`config.mk`:
```
export PLATFORM = sky130hd
export DESIGN_NAME = dual_grant_arbiter
export DESIGN_NICKNAME = d
export VERILOG_FILES = /design/src/rtl/dual_arb_pkg.sv /design/src/rtl/dual_grant_arbiter_rr_pick2.sv /design/src/rtl/dual_grant_arbiter.sv
export SDC_FILE = /design/constraint.sdc
export NUM_CORES = 1
export LEC_CHECK = 0
export CORE_ASPECT_RATIO = 1.1
export CORE_MARGIN = 2
export CORE_UTILIZATION = 60
export CTS_CLUSTER_DIAMETER = 40
export DETAILED_ROUTE_END_ITERATION = 8
export GPL_ROUTABILITY_DRIVEN = 0
export PLACE_DENSITY = 0.91
export SLEW_MARGIN = 40
export SYNTH_ARGS = -nofsm -noshare
export SYNTH_HDL_FRONTEND = slang
export SYNTH_SLANG_ARGS = --single-unit
```
`constraint.sdc`:
```
create_clock -name clk -period 16 [get_ports clk]
set_input_delay 2.4 -clock clk [delete_from_list [all_inputs] [get_ports clk]]
set_output_delay 2.4 -clock clk [all_outputs]
set_load 0.005 [all_outputs]
```
`src/rtl/dual_arb_pkg.sv`:
```
// Shared types for the dual-slot rotating-priority arbiter.
// Pick ids are sized for the largest legal requester count (16).
package dual_arb_pkg;

    localparam int N_REQ_DEF = 12;
    localparam int ID_W_DEF  = 4;

    typedef enum logic {SLOT_IDLE, SLOT_BUSY} slot_state_t;

    typedef struct packed {
        logic                valid;
        logic [ID_W_DEF-1:0] id;
    } pick_t;

endpackage

```
`src/rtl/dual_grant_arbiter_rr_pick2.sv`:
```
// Combinational dual pick: rotate so ptr lands on the top index, take the two
// highest set bits, then map the rotated positions back to requester indices.
module rr_pick2
    import dual_arb_pkg::*;
#(
    parameter int N_REQ = N_REQ_DEF,
    parameter int ID_W  = ID_W_DEF
) (
    input  logic [N_REQ-1:0] elig,
    input  logic [ID_W-1:0]  ptr,
    output pick_t            first,
    output pick_t            second
);

    logic [N_REQ-1:0] rot;

    always_comb begin
        rot    = '0;
        first  = '0;
        second = '0;
        // Rotated position k holds requester (ptr + k + 1) mod N_REQ.
        for (int k = 0; k < N_REQ; k++) begin
            rot[k] = elig[ID_W'((int'(ptr) + k + 1) % N_REQ)];
        end
        for (int k = N_REQ - 1; k >= 0; k--) begin
            if (rot[k]) begin
                if (!first.valid) begin
                    first.valid = 1'b1;
                    first.id    = ID_W_DEF'((int'(ptr) + k + 1) % N_REQ);
                end else if (!second.valid) begin
                    second.valid = 1'b1;
                    second.id    = ID_W_DEF'((int'(ptr) + k + 1) % N_REQ);
                end
            end
        end
    end

endmodule

```
`src/rtl/dual_grant_arbiter.sv`:
```
// Two service slots shared among N_REQ requesters with rotating priority,
// per-slot hold timeout and a lockout mask for timed-out requesters.
module dual_grant_arbiter
    import dual_arb_pkg::*;
#(
    parameter int N_REQ    = N_REQ_DEF,
    parameter int ID_W     = ID_W_DEF,
    parameter int MAX_HOLD = 64
) (
    input  logic             clk,
    input  logic             reset,
    input  logic [N_REQ-1:0] req,
    output logic [N_REQ-1:0] gnt,
    output logic             gnt0_valid,
    output logic [ID_W-1:0]  gnt0_id,
    output logic             gnt1_valid,
    output logic [ID_W-1:0]  gnt1_id,
    output logic             timeout
);

    localparam bit                HOLD_EN   = (MAX_HOLD != 0);
    localparam int                CNT_W     = HOLD_EN ? $clog2(MAX_HOLD + 1) : 1;
    localparam logic [CNT_W-1:0]  HOLD_LAST = CNT_W'(HOLD_EN ? MAX_HOLD - 1 : 0);
    localparam logic [ID_W-1:0]   PTR_TOP   = ID_W'(N_REQ - 1);

    slot_state_t      state_q [2];
    slot_state_t      state_d [2];
    logic [ID_W-1:0]  id_q    [2];
    logic [ID_W-1:0]  id_d    [2];
    logic [CNT_W-1:0] cnt_q   [2];
    logic [CNT_W-1:0] cnt_d   [2];
    logic [N_REQ-1:0] lock_q, lock_d;
    logic [N_REQ-1:0] gnt_q, gnt_d;
    logic [ID_W-1:0]  ptr_q, ptr_d;
    logic             timeout_q, timeout_d;

    logic [N_REQ-1:0] held, elig;
    pick_t            first, second;
    logic             last_vld;
    logic [ID_W-1:0]  last_id;

    rr_pick2 #(.N_REQ(N_REQ), .ID_W(ID_W)) u_pick (
        .elig   (elig),
        .ptr    (ptr_q),
        .first  (first),
        .second (second)
    );

    always_comb begin
        held = '0;
        for (int s = 0; s < 2; s++) begin
            if (state_q[s] == SLOT_BUSY) held[id_q[s]] = 1'b1;
        end
        elig = req & ~held & ~lock_q;
    end

    always_comb begin
        lock_d    = lock_q & req;
        timeout_d = 1'b0;
        ptr_d     = ptr_q;
        last_vld  = 1'b0;
        last_id   = '0;
        gnt_d     = '0;
        for (int s = 0; s < 2; s++) begin
            state_d[s] = state_q[s];
            id_d[s]    = id_q[s];
            cnt_d[s]   = cnt_q[s];
            if (state_q[s] == SLOT_BUSY) begin
                if (!req[id_q[s]]) begin
                    state_d[s] = SLOT_IDLE;
                    id_d[s]    = '0;
                end else if (HOLD_EN && cnt_q[s] == HOLD_LAST) begin
                    state_d[s]     = SLOT_IDLE;
                    id_d[s]        = '0;
                    timeout_d      = 1'b1;
                    lock_d[id_q[s]] = 1'b1;
                end else if (HOLD_EN) begin
                    cnt_d[s] = cnt_q[s] + 1'b1;
                end
            end
        end

        // Grants only go to slots idle before this edge, so a freed slot
        // always sees one idle cycle.
        if (state_q[0] == SLOT_IDLE && state_q[1] == SLOT_IDLE) begin
            if (first.valid) begin
                state_d[0] = SLOT_BUSY;
                id_d[0]    = first.id[ID_W-1:0];
                cnt_d[0]   = '0;
                last_vld   = 1'b1;
                last_id    = first.id[ID_W-1:0];
            end
            if (second.valid) begin
                state_d[1] = SLOT_BUSY;
                id_d[1]    = second.id[ID_W-1:0];
                cnt_d[1]   = '0;
                last_vld   = 1'b1;
                last_id    = second.id[ID_W-1:0];
            end
        end else begin
            for (int s = 0; s < 2; s++) begin
                if (state_q[s] == SLOT_IDLE && first.valid) begin
                    state_d[s] = SLOT_BUSY;
                    id_d[s]    = first.id[ID_W-1:0];
                    cnt_d[s]   = '0;
                    last_vld   = 1'b1;
                    last_id    = first.id[ID_W-1:0];
                end
            end
        end

        if (last_vld) ptr_d = (last_id == '0) ? PTR_TOP : last_id - 1'b1;

        for (int s = 0; s < 2; s++) begin
            if (state_d[s] == SLOT_BUSY) gnt_d[id_d[s]] = 1'b1;
        end
    end

    always_ff @(posedge clk) begin
        if (reset) begin
            for (int s = 0; s < 2; s++) begin
                state_q[s] <= SLOT_IDLE;
                id_q[s]    <= '0;
                cnt_q[s]   <= '0;
            end
            lock_q    <= '0;
            gnt_q     <= '0;
            ptr_q     <= PTR_TOP;
            timeout_q <= 1'b0;
        end else begin
            for (int s = 0; s < 2; s++) begin
                state_q[s] <= state_d[s];
                id_q[s]    <= id_d[s];
                cnt_q[s]   <= cnt_d[s];
            end
            lock_q    <= lock_d;
            gnt_q     <= gnt_d;
            ptr_q     <= ptr_d;
            timeout_q <= timeout_d;
        end
    end

    assign gnt        = gnt_q;
    assign gnt0_valid = (state_q[0] == SLOT_BUSY);
    assign gnt0_id    = id_q[0];
    assign gnt1_valid = (state_q[1] == SLOT_BUSY);
    assign gnt1_id    = id_q[1];
    assign timeout    = timeout_q;

endmodule

```
==> metrics.md <==
| Metric | Value |
|---|---|
| Met3 usage | 0.05985 |
| Pin count of the biggest net entering global routing | 48 |
| Number of cell instances on the worst register-to-register path | 25 |
| List of most frequent post-synthesis cells | 99 x sky130_fd_sc_hd__nor2_1, 94 x sky130_fd_sc_hd__nand2_1, 82 x sky130_fd_sc_hd__a21oi_1, 55 x sky130_fd_sc_hd__o21ai_0, 53 x sky130_fd_sc_hd__dfxtp_1 |
| Max Root-Sink Buffers | 2 |
| Initial antenna violation count | 0 |
| Setup violations, final | 0 |
| Dominant cells by area after synthesis | sky130_fd_sc_hd__dfxtp_1 13%, sky130_fd_sc_hd__a21oi_1 5.2%, sky130_fd_sc_hd__ha_1 4.9% |
| Via density | between 7 and 8 |
| Overall routing resource usage | 0.3290 |
| Number of iterations in the first detailed-routing pass | 9 |
| Max FO, Critical Path | 40 |
| Die span in y | about 120 um |
| Hold Violations, Final | 0 |
| Sequential cell area fraction in the yosys report | 0.1336 |
| Horizontal extent of the die | 113.7 um |
| Relative slew margins | 0.4539 |
| Worst skew pair latency | 0.30 ns |
| Detailed Route WL | between 20000 and 25000 um |
| Post-Synthesis Mean Instance Area | approximately 7.4 um^2 |
| Asr flop ratio synth | 0 |
| Fraction of layout cells with a size suffix above 1 | 0.08593 |
| Max cap viols | 0 |
| Inserted Clock Buffers | 5 |
| Final worst path period need | between 7 and 8 ns |
| Post-CTS Hold Buffers | 0 |
| Met1 usage in global routing | 0.4093 |
| DRC Markers | 8 |
| Clock sinks | 53 |
| Class of the worst hold path | register to register |
| Startpoint Class | register |
| Min-Delay Path Depth | 2 |
| Status | finished with violations |
| DR iter-0 viols | between 1k and 1.5k |
| Fraction of post-synthesis cell area in the top cell type by area | 0.1336 |
| Most Used Layer, Global Route | met2 |
| Core area | between 10000 and 15000 um^2 |
| Global-route wire length before repair | a little under 40000 um |
| Final clock skew | 0.006738 ns |
| RSZ-0062 raised after global routing | no |
| Core Rows | 44 |
| Library cell with the highest instance count after synthesis | sky130_fd_sc_hd__nor2_1 |
| Top cell type by total area after synthesis | sky130_fd_sc_hd__dfxtp_1 |
| Post-route fraction of the period consumed by the critical path | 0.4693 |
| TritonCTS clock tree | done |
| Prevailing post-synth register cell | sky130_fd_sc_hd__dfxtp_1 |
| Number of nets in the layout | roughly 1.1k |
| Synth warn | 0 |
| Total count of max-transition violations in the final report | 0 |
| Total nets after synthesis | 1122 |
| Area growth, synth to finish | 4.995% |
| Count of vias placed by the detailed router | between 8k and 9k |
| Total of cells resized after clock tree synthesis | 0 |
| Data required time at the worst endpoint | ~16 ns |
| Yosys cell types | 105 |
| Transition time at the pin with the least slew margin | a little over 0.8 ns |
| Clk pin slew, worst setup/hold paths | about 0.07 ns |
| Clock Tree Root | sky130_fd_sc_hd__clkbuf_16 |
| Remaining Overflow, GRT | 0 |
| Number of routed nets with antenna violations | 0 |
| Die area | between 10000 and 15000 um^2 |
| Number of global-route vias before repair | around 8.1k |
| Met2 Resource Use GR | 0.5354 |
| Netlist area before placement | 7940 um^2 |
| Average detailed-routed wire length per instance | just under 20 um |
| EDFF count, synth | 0 |
| Number of top-level pins | 37 |
| Highest achievable clock rate | about 130 MHz |
| Critical path capture point type | register |
| Initial Util | 0.6086 |
| Crit Path Category | register to register |
| Violated checks | design-rule violations |
| Detailed placer's ending HPWL | approximately 18000 um |
| Filler instances | approximately 1.1k |
| Data arrival time of the worst path | around 7.7 ns |
| Total of flip-flops plus latches after synthesis | 53 |
| Fin Setup TNS | 0 ns |
| Synthesized instance count | 1077 |
| Diodes inserted | 0 |
| # Post-CTS Setup Buffers | 0 |
| Count of buffers inserted at the top-level ports | 36 |
| H-tree depth | 2 |
## final timing paths
check                           slack, ns        end  startpoint
worst min register to register       0.45  lock_q[6]   lock_q[6]
worst max-delay path                 8.49   ptr_q[3]    ptr_q[1]
worst min-delay path                 0.45  lock_q[6]   lock_q[6]
worst max register to register       8.49   ptr_q[3]    ptr_q[1]
## flip-flops by register name, summed over array words and instances, names as in the netlist
name and count:
cnt_q 14, gnt 12, lock_q 12, id_q 8, ptr_q 4, state_q 2, timeout 1
## metrics by stage
step,utilization,instance area (um^2),std cells,hold WS (ns),setup slack [ns]
2_1_floorplan,-,7940,1077,0.4268,9.896
3_3_place_gp,0.6259,8167,1211,0.4438,8.673
3_5_place_dp,0.6266,8175,1212,0.4423,8.553
4_1_cts,0.6381,8325,1220,0.4550,8.752
5_1_grt,0.6390,8337,1220,0.4751,8.037
6_report,0.6390,8337,1220,0.4509,8.491
## critical path, stage by stage (launching register included)
cell                        delay [ns]
sky130_fd_sc_hd__dfxtp_1          0.70
sky130_fd_sc_hd__inv_1            0.26
sky130_fd_sc_hd__ha_1             0.42
sky130_fd_sc_hd__buf_4            0.30
sky130_fd_sc_hd__nor2_2           0.56
sky130_fd_sc_hd__nand2_1          0.35
sky130_fd_sc_hd__nor3_1           0.27
sky130_fd_sc_hd__ha_1             0.26
sky130_fd_sc_hd__nand2b_1         0.14
sky130_fd_sc_hd__o2111ai_1        0.11
sky130_fd_sc_hd__o32a_1           0.22
sky130_fd_sc_hd__and2_4           0.17
sky130_fd_sc_hd__mux2i_1          0.34
sky130_fd_sc_hd__o211ai_2         0.29
sky130_fd_sc_hd__nor4_4           0.57
sky130_fd_sc_hd__nand4_2          0.38
sky130_fd_sc_hd__nor2_2           0.41
sky130_fd_sc_hd__nor2_1           0.19
sky130_fd_sc_hd__a22o_1           0.27
sky130_fd_sc_hd__a21oi_1          0.23
sky130_fd_sc_hd__nor2_1           0.12
sky130_fd_sc_hd__nor2_1           0.21
sky130_fd_sc_hd__ha_1             0.22
sky130_fd_sc_hd__inv_1            0.06
sky130_fd_sc_hd__o311a_1          0.11
sky130_fd_sc_hd__o41ai_1          0.23
## cells in the final DEF (no fill, tap or decap), types with 15 or more instances in the layout
cell type                         instances
sky130_fd_sc_hd__o22ai_1                 18
sky130_fd_sc_hd__xnor2_1                 21
sky130_fd_sc_hd__o21ai_0                 55
sky130_fd_sc_hd__ha_1                    31
sky130_fd_sc_hd__and2_1                  15
sky130_fd_sc_hd__nor2_1                  99
sky130_fd_sc_hd__nand2_1                 94
sky130_fd_sc_hd__mux2i_1                 22
sky130_fd_sc_hd__dfxtp_1                 53
sky130_fd_sc_hd__a22oi_1                 21
sky130_fd_sc_hd__nand2b_1                24
sky130_fd_sc_hd__inv_1                   25
sky130_fd_sc_hd__nand3_1                 38
sky130_fd_sc_hd__a21oi_1                 82
sky130_fd_sc_hd__clkdlybuf4s50_1         35
sky130_fd_sc_hd__nor3_1                  36
sky130_fd_sc_hd__nor2b_1                 28
## cell families after synthesis
| group | synth area share |
|---|---|
| buffers and inverters | 0.06303 |
| adders and majority gates | 0.05153 |
| muxes | 0.06019 |
| AOI/OAI and AO/OA | 0.3607 |
| DFF | 0.1336 |
| and+or+nand+nor | 0.2825 |
| xor gates and xnor gates | 0.04838 |
## metal layers
| metal | vias up | part of all wire |
|---|---|---|
| met5 | - | 0 |
| met4 | 0 | 0.065 |
| met3 | 162 | 0.10 |
| met2 | 654 | 0.45 |
| met1 | 4079 | 0.38 |
| li1 | 4101 | - |
## area by class of cell
class                           instances  area [um^2]  area share
Sequential cell                        53         1061      0.1273
Inverter                               28        105.1     0.01261
Clock buffer                            5        125.1     0.01501
Tap cell                              161        201.4     0.02416
Multi-Input combinational cell        925         6399      0.7675
Timing Repair Buffer                   45        420.4     0.05043
Clock inverter                          3        25.02    0.003002
Power is not shown: default switching activity piles up to over one toggle a cycle in this logic, so the estimate is an artifact.
